### config.mk
export PLATFORM = sky130hd
export DESIGN_NAME = rv_multicycle_core
export DESIGN_NICKNAME = d
export VERILOG_FILES = /design/src/rtl/rv_multicycle_core.sv
export SDC_FILE = /design/constraint.sdc
export NUM_CORES = 2
export LEC_CHECK = 0
export ABC_AREA = 0
export CORE_ASPECT_RATIO = 0.75
export CORE_MARGIN = 5
export CORE_UTILIZATION = 25
export CTS_BUF_LIST = sky130_fd_sc_hd__clkbuf_8
export CTS_CLUSTER_DIAMETER = 40
export DETAILED_ROUTE_END_ITERATION = 6
export DONT_BUFFER_PORTS = 1
export PLACE_DENSITY = 0.43
export SLEW_MARGIN = 20
export SYNTH_ARGS = -nofsm -noshare
export SYNTH_HDL_FRONTEND = slang
export SYNTH_SLANG_ARGS = --single-unit
export TNS_END_PERCENT = 100
### constraint.sdc
create_clock -name clk -period 16.5 [get_ports clk]
set_input_delay 1.65 -clock clk [delete_from_list [all_inputs] [get_ports clk]]
set_output_delay 1.65 -clock clk [all_outputs]
set_load 0.02 [all_outputs]
### src/rtl/rv_multicycle_core.sv
// Multi-cycle RV32I/RV64I integer-subset core: fetch handshake, 31-entry register file,
// LUI/AUIPC/ALU/JAL/JALR/BEQ/BNE, illegal-instruction halt and board-debug outputs.
module rv_multicycle_core #(
    parameter int              XLEN     = 64,
    parameter int              PC_W     = 32,
    parameter logic [PC_W-1:0] RESET_PC = {PC_W{1'b0}},
    parameter int              CNT_W    = 32
) (
    input  logic             clk,
    input  logic             reset,
    output logic             imem_req,
    output logic [PC_W-1:0]  imem_addr,
    input  logic             imem_valid,
    input  logic [31:0]      imem_rdata,
    output logic [PC_W-1:0]  pc,
    output logic [7:0]       ir_out,
    input  logic [4:0]       dbg_sel,
    output logic [XLEN-1:0]  dbg_data,
    output logic [CNT_W-1:0] retired,
    output logic             heartbeat,
    output logic             halted
);
    typedef enum logic [1:0] {IDLE = 2'd0, FETCH = 2'd1, EXEC = 2'd2, HALT = 2'd3} state_t;

    localparam logic [6:0] OP_LUI   = 7'b0110111;
    localparam logic [6:0] OP_AUIPC = 7'b0010111;
    localparam logic [6:0] OP_IMM   = 7'b0010011;
    localparam logic [6:0] OP_REG   = 7'b0110011;
    localparam logic [6:0] OP_JAL   = 7'b1101111;
    localparam logic [6:0] OP_JALR  = 7'b1100111;
    localparam logic [6:0] OP_BR    = 7'b1100011;

    state_t            state, state_next;
    logic [31:0]       ir;
    logic [XLEN-1:0]   regs [1:31];

    function automatic logic [XLEN-1:0] sext32(input logic [31:0] v);
        return XLEN'($signed(v));
    endfunction

    logic [6:0]      opcode, funct7;
    logic [2:0]      funct3;
    logic [4:0]      rd, rs1, rs2;
    logic [XLEN-1:0] rs1_val, rs2_val, imm_i, imm_u, pc_ext, link_val;
    logic [31:0]     imm_b32, imm_j32;
    logic [PC_W-1:0] pc_plus4, br_tgt, jal_tgt, jalr_tgt, next_pc;
    logic            slt_i, slt_r, illegal, we, fault, retire;
    logic [XLEN-1:0] wdata;

    assign opcode   = ir[6:0];
    assign rd       = ir[11:7];
    assign funct3   = ir[14:12];
    assign rs1      = ir[19:15];
    assign rs2      = ir[24:20];
    assign funct7   = ir[31:25];

    assign rs1_val  = (rs1 == 5'd0) ? {XLEN{1'b0}} : regs[rs1];
    assign rs2_val  = (rs2 == 5'd0) ? {XLEN{1'b0}} : regs[rs2];
    assign imm_i    = sext32({{20{ir[31]}}, ir[31:20]});
    assign imm_u    = sext32({ir[31:12], 12'b0});
    assign imm_b32  = {{19{ir[31]}}, ir[31], ir[7], ir[30:25], ir[11:8], 1'b0};
    assign imm_j32  = {{11{ir[31]}}, ir[31], ir[19:12], ir[20], ir[30:21], 1'b0};

    // PC-relative values are formed in PC_W so they wrap modulo 2^PC_W
    assign pc_ext   = XLEN'(pc);
    assign pc_plus4 = pc + PC_W'(4);
    assign link_val = XLEN'(pc_plus4);
    assign br_tgt   = pc + PC_W'($signed(imm_b32));
    assign jal_tgt  = pc + PC_W'($signed(imm_j32));
    assign jalr_tgt = PC_W'(rs1_val + imm_i) & ~PC_W'(1);
    assign slt_i    = $signed(rs1_val) < $signed(imm_i);
    assign slt_r    = $signed(rs1_val) < $signed(rs2_val);

    // Decode and execute the instruction held in ir
    always_comb begin
        illegal = 1'b0;
        we      = 1'b0;
        wdata   = {XLEN{1'b0}};
        next_pc = pc_plus4;
        case (opcode)
            OP_LUI: begin
                we    = 1'b1;
                wdata = imm_u;
            end
            OP_AUIPC: begin
                we    = 1'b1;
                wdata = pc_ext + imm_u;
            end
            OP_IMM: begin
                we = 1'b1;
                case (funct3)
                    3'b000:  wdata = rs1_val + imm_i;
                    3'b010:  wdata = {{(XLEN-1){1'b0}}, slt_i};
                    3'b100:  wdata = rs1_val ^ imm_i;
                    3'b110:  wdata = rs1_val | imm_i;
                    3'b111:  wdata = rs1_val & imm_i;
                    default: illegal = 1'b1;
                endcase
            end
            OP_REG: begin
                we = 1'b1;
                case ({funct7, funct3})
                    10'b0000000_000: wdata = rs1_val + rs2_val;
                    10'b0100000_000: wdata = rs1_val - rs2_val;
                    10'b0000000_111: wdata = rs1_val & rs2_val;
                    10'b0000000_110: wdata = rs1_val | rs2_val;
                    10'b0000000_100: wdata = rs1_val ^ rs2_val;
                    10'b0000000_010: wdata = {{(XLEN-1){1'b0}}, slt_r};
                    default:         illegal = 1'b1;
                endcase
            end
            OP_JAL: begin
                we      = 1'b1;
                wdata   = link_val;
                next_pc = jal_tgt;
            end
            OP_JALR: begin
                we      = 1'b1;
                wdata   = link_val;
                next_pc = jalr_tgt;
                illegal = (funct3 != 3'b000);
            end
            OP_BR: begin
                case (funct3)
                    3'b000:  next_pc = (rs1_val == rs2_val) ? br_tgt : pc_plus4;
                    3'b001:  next_pc = (rs1_val != rs2_val) ? br_tgt : pc_plus4;
                    default: illegal = 1'b1;
                endcase
            end
            default: illegal = 1'b1;
        endcase
    end

    assign fault  = illegal | (next_pc[1:0] != 2'b00);
    assign retire = (state == EXEC) && !fault;

    // Next-state logic
    always_comb begin
        state_next = state;
        case (state)
            IDLE:    state_next = FETCH;
            FETCH:   state_next = imem_valid ? EXEC : FETCH;
            EXEC:    state_next = fault ? HALT : FETCH;
            HALT:    state_next = HALT;
            default: state_next = IDLE;
        endcase
    end

    // Architectural state and registered outputs
    always_ff @(posedge clk or posedge reset) begin
        if (reset) begin
            state     <= IDLE;
            pc        <= RESET_PC;
            ir        <= 32'h0;
            imem_req  <= 1'b0;
            retired   <= {CNT_W{1'b0}};
            heartbeat <= 1'b0;
            halted    <= 1'b0;
        end else begin
            state    <= state_next;
            imem_req <= (state_next == FETCH);
            halted   <= (state_next == HALT);
            if (state == FETCH && imem_valid) begin
                ir <= imem_rdata;
            end
            if (retire) begin
                pc        <= next_pc;
                retired   <= retired + CNT_W'(1);
                heartbeat <= ~heartbeat;
            end
        end
    end

    // Register file write; x0 is not stored, registers are deliberately not reset
    always_ff @(posedge clk) begin
        if (retire && we && (rd != 5'd0)) begin
            regs[rd] <= wdata;
        end
    end

    assign imem_addr = pc;
    assign ir_out    = ir[7:0];
    assign dbg_data  = (dbg_sel == 5'd0) ? {XLEN{1'b0}} : regs[dbg_sel];

endmodule

==> impl_metrics.toml <==
[run_status]
status = "complete, but fails checks"
violations = "DRC"

[synth]
mappedNetlistArea_sq_um = 138000
synth_simple_gate_area_frac = 0.0631
synth_xor_area_frac = 0.0118
synth_top_family_by_area = "multiplexers"
synth_edf_count = 1984
synth_mux_area_frac = 0.244
synth_compound_gate_area_share = 0.152
ys_seq_area_frac = 0.450
ys_ff_latch = 2085
synthArstFlopShare = 0.0484
ys.flop_type = "edfxtp_1"
syn_avg_cell_area_sq_um = 12.2
synth_cells = 11300
synthAdderAreaFrac = 0.0416
synth_cell_type_count = 108
ys.warnings.count = 0
synth_fp_nets = 11800

[critical_path]
start_kind = "flop"
end_kind = "flop"
arrival_ns = 12.35
critical_path_buf_inv_count = 6
critPathMaxStageDelay_ns = 0.84
critPathMaxFanout = 49
required_ns = 17.27
r2r_slack_ns = 4.92
r2r-start = "ir[16]$_DFFE_PP0P_"
crit_chain = "buf_4, buf_4, buf_4, mux4_2, o22ai_1, a211oi_1, o21ai_0, buf_4, ha_1, nor4_1, and3_1, nand4_1, nor3_1, o2111ai_1, nor3_4, a211oi_1, nand2_1, nand3_1, nor2_1, nand3_1, nor4_2, buf_4, buf_4"
crit_path_top_delay_cell = "nor4_1"
r2r.worst_path.cells = 23
cpMostUsedCell = "buf_4"
path_delay_family = "simple AND/OR/NAND/NOR gates"
worstReg2RegEnd = "regs[3][21]$_DFFE_PP_"
path_class = "flop to flop"

[detailed_routing]
drc = 3
ant_nets = 0
drt_pass1_iterations = 7
finalWirelength_mm = 660
num_vias = 110000
first_iter_violations = 15400
vias_per_cell = 5.85
drt-wirelength-per-cell_um = 35.0

[global_route]
grt_max_degree = 388
grt_overflow = 0
met2_usage = 0.328
grt_pass1_vias = 104000
grt.met3_usage = 0.0484
grt_use_total = 0.223
grt_first_pass_wirelength_mm = 895
grt_antenna_before_repair = 43
use_met1 = 0.325
busiest_layer = "met2"

[timing]
hold_viol = 0
rsz0062_at_grt = "false"
post-route-min-period_ns = 11.58
finalSetupViolations = 0
slew_viol_final = 0
finalCritPeriodShare = 0.702
achievable-frequency_ghz = 0.0863
worst_slew_pin_slew_ns = 1.27
final.setup.tns_ns = 0
skew_ns = 0.0881
max_slew_margin = 0.154
setup_ws_ns = 4.92

[pwr]
p_leak_nw = 48.5
power.density_nw_per_um2 = 117
ir_drop_v = 0.0000587

[cells_and_area]
nFillCells = 56400
area_delta_synth_final_pct = 12.8
drive_above_1_share = 0.203
seq_area_sq_um = 62200
final_core_util = 0.283
mostFrequentLayoutCell = "edfxtp_1"
multiInputGateArea_sq_um = 71400
mostFrequentLayoutCells = "edfxtp_1, a21oi_1, mux2i_1"
nets = 11700

[clock_network]
postCtsHoldBufs = 0
cts.sinks = 2085
post_cts_resized = 0
cts_tree = "built"
cts_root_buf = "clkbuf_8"
htreeDepth = 5
cts_buffers = 380
clk_pin_slew_worst_paths_ns = 0.07
cts_max_path_buffers = 4
postCtsSetupBuffers = 0
clkLatencyLatePin_ns = 1.21

[min_path]
hold_start = "ir[27]$_DFFE_PP0P_"
min_to = "ir[27]$_DFFE_PP0P_"
worstHoldPathType = "flop to flop"
hold_depth = 1

[floorplan]
dieArea_sq_um = 567000
rows = 236
die_w_um = 868
core_area_sq_um = 551000
ios = 211
initial_utilization = 0.251
chipHeight_um = 654

[placement]
gp_congestion = 0.982
dp_hpwl_mm = 411
pre_cts_ws_ns = 5.20
io_buffers = 0

[job]
cap_violations = 0
## sequential cells by signal, indices dropped and copies added, names as in the netlist
register   flops
regs        1984
imem_addr     32
ir            32
retired       32
state          2
halted         1
heartbeat      1
imem_req       1
## where the power goes
part	internal, mW	switching [mW]	total (mW)
clock	2.87	2.52	5.38
combinational	2.18	4.74	6.92
sequential	5.74	0.0965	5.84
total	10.8	7.35	18.1
## worst max path at each step
| stage | from | depth (start not counted) | to | slack, ns |
|---|---|---|---|---|
| floorplan | ir[20]$_DFFE_PP0P_ | 27 | regs[1][0]$_DFFE_PP_ | 3.48 |
| global placement | ir[15]$_DFFE_PP0P_ | 24 | regs[22][0]$_DFFE_PP_ | 5.34 |
| detailed placement | ir[16]$_DFFE_PP0P_ | 23 | regs[22][2]$_DFFE_PP_ | 5.20 |
| CTS | ir[16]$_DFFE_PP0P_ | 23 | regs[22][28]$_DFFE_PP_ | 5.17 |
| global route | ir[16]$_DFFE_PP0P_ | 22 | regs[29][59]$_DFFE_PP_ | 4.64 |
| finish | ir[16]$_DFFE_PP0P_ | 23 | regs[3][21]$_DFFE_PP_ | 4.92 |
## kinds of logic (layout without fill, tap and decap cells)
family,count (synthesis),after routing
multiplexers,2130,2130
buffers and inverters,1304,1427
flip-flops,2085,2085
adder cells (fa/ha/maj),455,455
XOR/XNOR,186,186
other,0,18
AND/OR/NAND/NOR,1870,1870
AO/OA/AOI/OAI,3304,3304
## synth_stat cells (44+ instances only)
| cell | number | area, sq um |
|---|---|---|
| dfrtp_1 | 101 | 2530 |
| nor3_1 | 156 | 781 |
| buf_4 | 56 | 420 |
| a21o_1 | 90 | 676 |
| mux4_2 | 973 | 21900 |
| edfxtp_1 | 1984 | 59600 |
| o221ai_1 | 276 | 2420 |
| a21oi_1 | 1020 | 5100 |
| xnor2_1 | 129 | 1130 |
| buf_1 | 174 | 653 |
| nor4_1 | 45 | 282 |
| mux2i_1 | 989 | 9900 |
| clkbuf_1 | 698 | 2620 |
| a31oi_1 | 44 | 275 |
| mux2_2 | 166 | 1870 |
| o21ai_0 | 688 | 3440 |
| nand2_1 | 535 | 2010 |
| nor2b_1 | 44 | 275 |
| nand3_1 | 110 | 551 |
| and3_1 | 46 | 288 |
| nor2_1 | 617 | 2320 |
| nand4_1 | 46 | 288 |
| a211oi_1 | 209 | 1570 |
| o22ai_1 | 345 | 2160 |
| a311oi_1 | 55 | 482 |
| nor3b_1 | 61 | 458 |
| inv_1 | 333 | 1250 |
| a22oi_1 | 102 | 766 |
| xor2_1 | 57 | 499 |
| o21bai_1 | 77 | 578 |
| ha_1 | 449 | 5620 |
| or2_2 | 65 | 407 |
## area by class of cell
cell class	instances	area share
inverter	336	0.00831
multi-input combinational	7945	0.459
clock inverter	292	0.0160
clock buffer	392	0.0347
antenna	18	0.000289
sequential	2085	0.399
timing repair buffer	407	0.0237
tap	7378	0.0593
## layer usage
metal / part of all wire / routed length (um)
met5: 0.00062 / 410
met1: 0.45 / 294000
met3: 0.094 / 62100
met4: 0.034 / 22200
met2: 0.43 / 281000
## through the flow
stage | area [sq um] | hold slack [ns] | power [mW] | cells
2_1_floorplan | 138000 | 0.444 | 10.1 | 11300
3_3_place_gp | 148000 | 0.514 | 12.6 | 18100
3_5_place_dp | 148000 | 0.505 | 12.6 | 18100
4_1_cts | 156000 | 0.427 | 18.0 | 18800
5_1_grt | 156000 | 0.496 | 18.8 | 18800
6_report | 156000 | 0.509 | 18.1 | 18900
No activity file was read; power rests on OpenSTA's default activity.
